--- src/rtl/logic_unit_pipe_if.sv ---
// Operand/result bus of the pipelined logic unit.
// The operand-fetch side is the master; the logic unit is the slave.
interface logic_unit_pipe_if #(
    parameter int WIDTH = 8,
    parameter int CNT_W = 4
);
    logic             in_valid;
    logic             in_ready;
    logic [2:0]       op;
    logic [WIDTH-1:0] a;
    logic [WIDTH-1:0] b;
    logic             acc;
    logic             last;
    logic             out_valid;
    logic             out_ready;
    logic [WIDTH-1:0] y;
    logic             zero;
    logic             ones;
    logic [CNT_W-1:0] beats;
    logic             err;

    modport master (
        output in_valid, op, a, b, acc, last, out_ready,
        input  in_ready, out_valid, y, zero, ones, beats, err
    );

    modport slave (
        input  in_valid, op, a, b, acc, last, out_ready,
        output in_ready, out_valid, y, zero, ones, beats, err
    );
endinterface

--- src/rtl/logic_unit_pipe.sv ---
// Registered bitwise logic unit with a one-stage output register and an
// accumulate mode that folds a multi-beat burst into a single result.
module logic_unit_pipe #(
    parameter int WIDTH = 8,
    parameter int CNT_W = 4
) (
    input  logic               clk,
    input  logic               rst_n,
    logic_unit_pipe_if.slave   bus
);
    typedef enum logic {IDLE, ACCUM} state_t;

    state_t           state_q, state_d;
    logic [WIDTH-1:0] acc_q, acc_d;
    logic [CNT_W-1:0] cnt_q, cnt_d;
    logic [WIDTH-1:0] y_q, y_d;
    logic [CNT_W-1:0] beats_q, beats_d;
    logic             out_valid_q, out_valid_d;
    logic             err_q, err_d;
    logic             zero_q, ones_q;

    logic             fire;
    logic             load;
    logic [WIDTH-1:0] f_ab;
    logic [WIDTH-1:0] f_acc;
    logic [CNT_W-1:0] cnt_inc;

    // Eight bitwise operations; NOT and PASS only look at the first operand.
    function automatic logic [WIDTH-1:0] logic_op(input logic [2:0] op,
                                                  input logic [WIDTH-1:0] x,
                                                  input logic [WIDTH-1:0] z);
        logic [WIDTH-1:0] r;
        case (op)
            3'b000:  r = x & z;
            3'b001:  r = x | z;
            3'b010:  r = x ^ z;
            3'b011:  r = ~(x & z);
            3'b100:  r = ~(x | z);
            3'b101:  r = ~(x ^ z);
            3'b110:  r = ~x;
            default: r = x;
        endcase
        return r;
    endfunction

    // A result can be accepted whenever the output register is free or draining.
    assign bus.in_ready = !out_valid_q || bus.out_ready;
    assign fire         = bus.in_valid && bus.in_ready;
    assign f_ab         = logic_op(bus.op, bus.a, bus.b);
    assign f_acc        = logic_op(bus.op, bus.a, acc_q);
    assign cnt_inc      = (cnt_q == {CNT_W{1'b1}}) ? cnt_q : cnt_q + 1'b1;

    // Burst FSM and result selection; nothing moves unless a beat is accepted.
    always_comb begin
        state_d = state_q;
        acc_d   = acc_q;
        cnt_d   = cnt_q;
        load    = 1'b0;
        y_d     = y_q;
        beats_d = beats_q;
        err_d   = 1'b0;
        if (fire) begin
            case (state_q)
                IDLE: begin
                    if (bus.acc && !bus.last) begin
                        acc_d   = f_ab;
                        cnt_d   = CNT_W'(1);
                        state_d = ACCUM;
                    end else begin
                        load    = 1'b1;
                        y_d     = f_ab;
                        beats_d = CNT_W'(1);
                    end
                end
                default: begin
                    if (bus.acc) begin
                        if (bus.last) begin
                            load    = 1'b1;
                            y_d     = f_acc;
                            beats_d = cnt_inc;
                            acc_d   = '0;
                            cnt_d   = '0;
                            state_d = IDLE;
                        end else begin
                            acc_d = f_acc;
                            cnt_d = cnt_inc;
                        end
                    end else begin
                        // Plain beat inside a burst: drop the partial result and flag it.
                        load    = 1'b1;
                        y_d     = f_ab;
                        beats_d = CNT_W'(1);
                        err_d   = 1'b1;
                        acc_d   = '0;
                        cnt_d   = '0;
                        state_d = IDLE;
                    end
                end
            endcase
        end
        out_valid_d = load ? 1'b1 : (bus.out_ready ? 1'b0 : out_valid_q);
    end

    // State, accumulator and output register; flags follow the value loaded into y.
    always_ff @(posedge clk) begin
        if (!rst_n) begin
            state_q     <= IDLE;
            acc_q       <= '0;
            cnt_q       <= '0;
            y_q         <= '0;
            beats_q     <= '0;
            out_valid_q <= 1'b0;
            err_q       <= 1'b0;
            zero_q      <= 1'b1;
            ones_q      <= 1'b0;
        end else begin
            state_q     <= state_d;
            acc_q       <= acc_d;
            cnt_q       <= cnt_d;
            y_q         <= y_d;
            beats_q     <= beats_d;
            out_valid_q <= out_valid_d;
            err_q       <= err_d;
            zero_q      <= (y_d == '0);
            ones_q      <= &y_d;
        end
    end

    assign bus.out_valid = out_valid_q;
    assign bus.y         = y_q;
    assign bus.zero      = zero_q;
    assign bus.ones      = ones_q;
    assign bus.beats     = beats_q;
    assign bus.err       = err_q;
endmodule

--- src/flat_wrapper.sv ---
// flat-port wrapper written by rule: the top's interface ports become plain ports
module logic_unit_pipe_flat 
#(
    parameter int WIDTH = 8,
    parameter int CNT_W = 4
)
  (clk, rst_n, bus_in_valid, bus_op, bus_a, bus_b, bus_acc, bus_last, bus_out_ready, bus_in_ready, bus_out_valid, bus_y, bus_zero, bus_ones, bus_beats, bus_err);
  logic_unit_pipe_if #(.WIDTH(WIDTH), .CNT_W(CNT_W)) bus_i ();
  input  logic clk;
  input  logic rst_n;
  input wire logic [$bits(bus_i.in_valid)-1:0] bus_in_valid;
  input wire logic [$bits(bus_i.op)-1:0] bus_op;
  input wire logic [$bits(bus_i.a)-1:0] bus_a;
  input wire logic [$bits(bus_i.b)-1:0] bus_b;
  input wire logic [$bits(bus_i.acc)-1:0] bus_acc;
  input wire logic [$bits(bus_i.last)-1:0] bus_last;
  input wire logic [$bits(bus_i.out_ready)-1:0] bus_out_ready;
  output wire logic [$bits(bus_i.in_ready)-1:0] bus_in_ready;
  output wire logic [$bits(bus_i.out_valid)-1:0] bus_out_valid;
  output wire logic [$bits(bus_i.y)-1:0] bus_y;
  output wire logic [$bits(bus_i.zero)-1:0] bus_zero;
  output wire logic [$bits(bus_i.ones)-1:0] bus_ones;
  output wire logic [$bits(bus_i.beats)-1:0] bus_beats;
  output wire logic [$bits(bus_i.err)-1:0] bus_err;
  assign bus_i.in_valid = bus_in_valid;
  assign bus_i.op = bus_op;
  assign bus_i.a = bus_a;
  assign bus_i.b = bus_b;
  assign bus_i.acc = bus_acc;
  assign bus_i.last = bus_last;
  assign bus_i.out_ready = bus_out_ready;
  assign bus_in_ready = bus_i.in_ready;
  assign bus_out_valid = bus_i.out_valid;
  assign bus_y = bus_i.y;
  assign bus_zero = bus_i.zero;
  assign bus_ones = bus_i.ones;
  assign bus_beats = bus_i.beats;
  assign bus_err = bus_i.err;
  logic_unit_pipe #(.WIDTH(WIDTH), .CNT_W(CNT_W)) u_core (.clk(clk), .rst_n(rst_n), .bus(bus_i));
endmodule
--- config.mk ---
export PLATFORM = sky130hd
export DESIGN_NAME = logic_unit_pipe_flat
export DESIGN_NICKNAME = d
export VERILOG_FILES = /design/src/rtl/logic_unit_pipe_if.sv /design/src/rtl/logic_unit_pipe.sv /design/src/flat_wrapper.sv
export SDC_FILE = /design/constraint.sdc
export NUM_CORES = 1
export LEC_CHECK = 0
export BUFFER_PORTS_ARGS = -buffer_cell sky130_fd_sc_hd__buf_2
export CAP_MARGIN = 20
export CORE_MARGIN = 4
export CORE_UTILIZATION = 63
export CTS_CLUSTER_SIZE = 12
export DETAILED_ROUTE_END_ITERATION = 10
export PLACE_DENSITY = 0.84
export SLEW_MARGIN = 5
export SYNTH_ARGS = -nofsm -noshare
export SYNTH_HDL_FRONTEND = slang
export SYNTH_SLANG_ARGS = --single-unit
--- constraint.sdc ---
create_clock -name clk -period 3.15 [get_ports clk]
set_input_delay 0.315 -clock clk [delete_from_list [all_inputs] [get_ports clk]]
set_output_delay 0.315 -clock clk [all_outputs]
set_load 0.02 [all_outputs]
# Word-level counts from Yosys, hierarchy flattened
# Cells that the tools add are included.
# W data, S select, Z words.
# word_totals
regBits,29
latch_bits,0
ramBits,0
mem_bits_ro,0
inputBits,25
output_inout_bits,17
wordCells,77
mem_count,0
# classes
add_sub_neg,1
mul,0
div,0
magnitude_cmp,0
eq_ne,9
shift,0
muxes,32
n_bitwise,13
n_reduce_logical,13
# op_table
op,count
$pmux W8 S7,2
$mux W8,9
$not A8 Y8,7
$mux W4,9
$and A8 B8 Y8,2
$or A8 B8 Y8,2
$xor A8 B8 Y8,2
$mux W1,12
$eq A3 B3 Y1 const B,3
$logic_not A8 Y1,1
$reduce_and A8 Y1,1
$eq A3 B2 Y1 const B,2
$reduce_and A3 Y1,2
$add A4 B1 Y4 const B,1
$eq A4 B4 Y1 const B,1
$reduce_bool A2 Y1,2
$eq A3 B1 Y1 const B,1
$logic_not A3 Y1,1
$ne A3 B3 Y1 const B,1
$logic_and A1 B1 Y1,2
$logic_not A1 Y1,2
$ne A2 B1 Y1 const B,1
$reduce_and A2 Y1,1
$logic_or A1 B1 Y1,1

# Longest topological paths before layout
# depth
depth_word,8
ltp_mapped,11
mapped_depth_nobuf,9

# Least setup slack after synthesis
# No wires, ideal clock.
# synth_path
path_kind,input to register
from,in bus_b[1]
to,"reg u_core.ones_q, in the netlist u_core.bus.ones"
setup_ps,87
arrival_ps,1984
required_ps,3063
setup_slack_ps,1079
cell_stages,8
path_buffers,0
cell_sequence,inv_1 -> ha_1 -> mux2_1 -> mux4_2 -> o21ai_1 -> a221o_1 -> nand3_1 -> nor4b_2
# synth_between
elab_chain_cells,7
elab_cells_between_ends,12
cone_classes,5 x mux; 6 x bitwise; 1 x reduce/logical
# synth_lines
item,line,rtl
start: declaration,flat_wrapper.sv:14,input wire logic [$bits(bus_i.b)-1:0] bus_b;
"$xor A8 B8 Y8, or another cell as far along","logic_unit_pipe.sv:36, logic_unit_pipe.sv:39",
"$not A8 Y8, on equally long branches","logic_unit_pipe.sv:39, logic_unit_pipe.sv:37, logic_unit_pipe.sv:38",
$pmux W8 S7 (*),logic_unit_pipe.sv:33,case (op)
"$mux W8, on equally long branches","logic_unit_pipe.sv:65, logic_unit_pipe.sv:76",
$mux W8 (*),logic_unit_pipe.sv:63,case (state_q)
$mux W8 (*),logic_unit_pipe.sv:62,if (fire) begin
$reduce_and A8 Y1 (*),logic_unit_pipe.sv:125,ones_q <= &y_d;
end signal: assignment,logic_unit_pipe.sv:125,
end: declaration,logic_unit_pipe.sv:20,"logic zero_q, ones_q;"
# Every way passes the cells marked *; elsewhere a longest branch is shown, timed or not.
# A chain may end at the register's enable or synchronous reset.

# Worst setup path after layout
# layout_path
from,"reg u_core.out_valid_q, in the netlist u_core.bus.out_valid"
to,"reg u_core.zero_q, in the netlist u_core.bus.zero"
# layout_between
elab_chain_cells,5
# layout_lines
item,line,rtl
start: declaration,logic_unit_pipe.sv:18,"logic out_valid_q, out_valid_d;"
start signal: assignment,logic_unit_pipe.sv:122,out_valid_q <= out_valid_d;
$logic_not A1 Y1,logic_unit_pipe.sv:47,assign bus.in_ready = !out_valid_q || bus.out_ready;
$logic_or A1 B1 Y1,logic_unit_pipe.sv:47,
$logic_and A1 B1 Y1,logic_unit_pipe.sv:48,assign fire = bus.in_valid && bus.in_ready;
$mux W8,logic_unit_pipe.sv:62,
$logic_not A8 Y1,logic_unit_pipe.sv:124,zero_q <= (y_d == '0);
end signal: assignment,logic_unit_pipe.sv:124,
end: declaration,logic_unit_pipe.sv:20,
# Every way passes these cells.

==> results.py <==
metrics = {
    "run_status": {
        "outcome": "finished, final reports clean",
    },
    "synthesis": {
        "ys_seq_elements": 29,
        "async_reset_ff_share_pct": 0,
        "synth-edff-count": 0,
        "yosys.cell_types.count": 69,
        "synth-main-ff-cell": "dfxtp_1",
        "synth.top_cells.by_area": "dfxtp_1, ha_1, mux2i_1",
        "synth_top_area_cell": "dfxtp_1",
        "synth_top_area_share_pct": 18.86,
        "yosys_warnings": 0,
        "syn_inst": 387,
        "yosysSeqAreaShare_pct": 18.86,
        "syn_nets": 445,
        "syn-cell-area_sq_mm": 0.003078,
        "avgSynthCellArea_sq_um": 7.953,
    },
    "cells_and_area": {
        "area_growth_pct": 9.309,
        "antenna_cells": 0,
        "fillers": 388,
        "nNetsFinal": 474,
        "drive_gt1_share_pct": 17.99,
        "instances_no_fill": 484,
    },
    "timing": {
        "min_period_ns": 2.358,
        "worst_slew_pin_slew_ns": 0.8181,
        "tns_ns": 0,
        "fin_skew_ns": 0.001594,
        "slew_violations": 0,
        "relSlewSlack_pct": 45.46,
        "finalSetupViolations": 0,
        "grt_setup_unrepaired": "no",
        "fin_crit_sh_pct": 74.85,
        "finalHoldViolations": 0,
        "max_freq_mhz": 424.1,
    },
    "global_route": {
        "overflow": 0,
        "antenna_found_initial": 0,
        "grt_pass1_wl_um": 12830,
        "grt.met1_usage_pct": 31.55,
        "grt_max_degree": 46,
        "grt_usage_pct": 25.44,
        "use_met2_pct": 45.46,
        "busiest_layer": "met2",
        "grt.met3_usage_pct": 3.132,
        "grt_pass1_vias": 2860,
    },
    "critical_path": {
        "r2r_setup_slack_ns": 0.79,
        "critPathKind": "reg2reg",
        "cp_data_required_time_ns": 3.37,
        "startpoint_type": "flip-flop",
        "r2r-start": "u_core.bus.out_valid$_SDFFE_PN0P_",
        "path_max_fanout": 15,
        "crit_arrival_ns": 2.58,
        "endpoint_kind": "flip-flop",
        "critPathLaunch": "u_core.bus.out_valid$_SDFFE_PN0P_",
    },
    "clocking": {
        "cts_buffers": 5,
        "cts_tree": "built",
        "cts_root_buf": "clkbuf_8",
        "cts.repair.resized": 0,
        "htreeDepth": 2,
        "path_clk_slew_ns": 0.06,
        "worstSkewPairLatency_ns": 0.28,
        "post-cts-setup-buffers": 0,
        "cts_buffer_depth": 2,
        "holdBufCountCts": 0,
        "clock-sinks": 29,
    },
    "routing": {
        "wl_per_cell_um": 15.49,
        "num_vias": 2962,
        "wl_um": 7496,
        "drtIter0Drc": 148,
        "drc": 0,
        "ant_nets": 0,
        "viasPerCell": 6.120,
        "first_pass_iters": 4,
    },
    "floorplan": {
        "die_y_um": 77.90,
        "die_area_sq_mm": 0.006068,
        "num_rows": 25,
        "start_util_pct": 65.17,
        "num_io_pins": 42,
        "fp.coreArea_sq_mm": 0.004723,
        "die_w_um": 77.90,
    },
    "pwr": {
        "swShare_pct": 32.87,
        "pwr-share-comb_pct": 32.5,
        "power.share.clock_pct": 33.9,
        "cellLeakagePower_nw": 1.479,
        "power.switching_mw": 0.3934,
        "p_per_area_mw_per_mm2": 355.8,
        "intPower_mw": 0.8036,
        "seq_power_share_pct": 33.6,
        "max-vdd-ir-drop_v": 0.0002363,
    },
    "placed_design": {
        "port_buffers": 41,
        "dp_hpwl_um": 5712,
        "gp_congestion": 0.9254,
        "place_inst": 476,
    },
    "worst_hold_path": {
        "hp-start": "bus_acc",
        "hold_class": "in2reg",
    },
    "job": {
        "drv_cap": 0,
    },
}
cell usage after synthesis, types with 2 or more instances:
master	count
a211oi_1	6
a21oi_1	29
a221o_1	2
a221oi_1	5
a22oi_1	6
a2bb2oi_1	2
a32oi_1	3
and2_1	12
and2b_1	2
and3_1	2
buf_2	11
buf_6	5
clkbuf_1	6
dfxtp_1	29
ha_1	33
inv_1	31
mux2_1	2
mux2_2	6
mux2i_1	15
mux4_2	2
nand2_1	24
nand2b_1	7
nand3_1	7
nand3b_1	2
nor2_1	36
nor2b_1	7
nor3_1	7
nor4_1	3
o211ai_1	13
o21a_1	6
o21ai_0	14
o21ai_1	2
o221ai_1	3
o22a_1	2
o22ai_1	5
o311a_1	2
o31ai_1	4
or2_2	2
xor2_1	2
state kept, by name (all words and copies together) (netlist names):
name and count:
u_core.bus.y 8, u_core.cnt_q 4, u_core.bus.ones 1, u_core.state_q 1
u_core.bus.zero 1, u_core.bus.out_valid 1, u_core.acc_q 8, u_core.bus.err 1
u_core.bus.beats 4
placed cells by master, fill, tap and decap left out, types with 3 or more instances in the layout:
master,netlist,routed
nand2b_1,7,7
mux2_2,6,6
buf_4,1,5
nor2b_1,7,7
a21oi_1,29,29
o21a_1,6,6
nor2_1,36,36
clkbuf_8,0,6
a211oi_1,6,6
nand2_1,24,24
nor3_1,7,7
a22oi_1,6,6
ha_1,33,33
and2_1,12,12
a221oi_1,5,5
o211ai_1,13,13
inv_1,31,31
o21ai_0,14,14
o221ai_1,3,3
buf_2,11,41
nor4_1,3,3
o31ai_1,4,4
a32oi_1,3,3
dfxtp_1,29,29
o22ai_1,5,5
mux2i_1,15,15
nand3_1,7,7
through the flow:
| step | power (mW) | hold slack, ns | instance area [sq um] | utilization, % | setup WS [ns] |
|---|---|---|---|---|---|
| floorplan | 0.7024 | 0.3943 | 3078 | - | 1.079 |
| global placement | 0.7806 | 0.4415 | 3248 | 68.77 | 0.6129 |
| detailed placement | 0.7924 | 0.4439 | 3248 | 68.77 | 0.5685 |
| CTS | 1.195 | 0.3126 | 3364 | 71.23 | 0.8250 |
| global route | 1.264 | 0.3235 | 3364 | 71.23 | 0.5876 |
| finish | 1.197 | 0.3218 | 3364 | 71.23 | 0.7923 |
power groups by stage:
stage	Clock (mW)	Sequential [mW]	Combinational, mW
2_1_floorplan	0	0.421	0.282
3_3_place_gp	0	0.409	0.371
3_5_place_dp	0	0.410	0.382
4_1_cts	0.407	0.402	0.386
5_1_grt	0.427	0.405	0.433
6_report	0.405	0.403	0.389
routing by layer:
metal  share of wire (%)  wire length [um]
met5                   0                 0
met4                 1.1                84
met3                 4.7               349
met2                  52              3872
met1                  43              3189
critical path, cell delays in order (launching register included):
cell and delay [ns]:
dfxtp_1 0.32, nand2b_2 0.12, and2_1 0.32, nand2_1 0.40, a222oi_1 0.57, nor3_2 0.12, nor4_2 0.24, a41o_1 0.21
cell type report:
type / count / area, sq um / share of cell area (%)
multi-input combinational: 303 / 2225 / 66.12
timing repair buffer: 46 / 242.7 / 7.215
inverter: 31 / 116.4 / 3.459
sequential: 29 / 580.6 / 17.26
clock buffer: 7 / 86.33 / 2.566
tap: 67 / 83.83 / 2.492
clock inverter: 1 / 30.03 / 0.8925
cells by family (layout without fill, tap and decap cells):
kind of cell / after synthesis / after routing / synth area share, %
compound gates: 121 / 121 / 28.13
simple gates: 121 / 121 / 20.61
buf+inv: 55 / 85 / 8.861
fa+ha+maj: 33 / 33 / 13.41
flops: 29 / 29 / 18.86
mux: 25 / 25 / 9.268
xor+xnor: 3 / 3 / 0.8538
path summary, 6_finish.rpt:
check,to,cells after the start
max reg2reg,u_core.bus.zero$_SDFF_PN1_,7
min reg2reg,u_core.bus.beats[1]$_SDFFE_PN0P_,2
min,u_core.bus.err$_SDFF_PN0_,2
max,u_core.bus.zero$_SDFF_PN1_,7
Power figures use the tool's default switching activity.
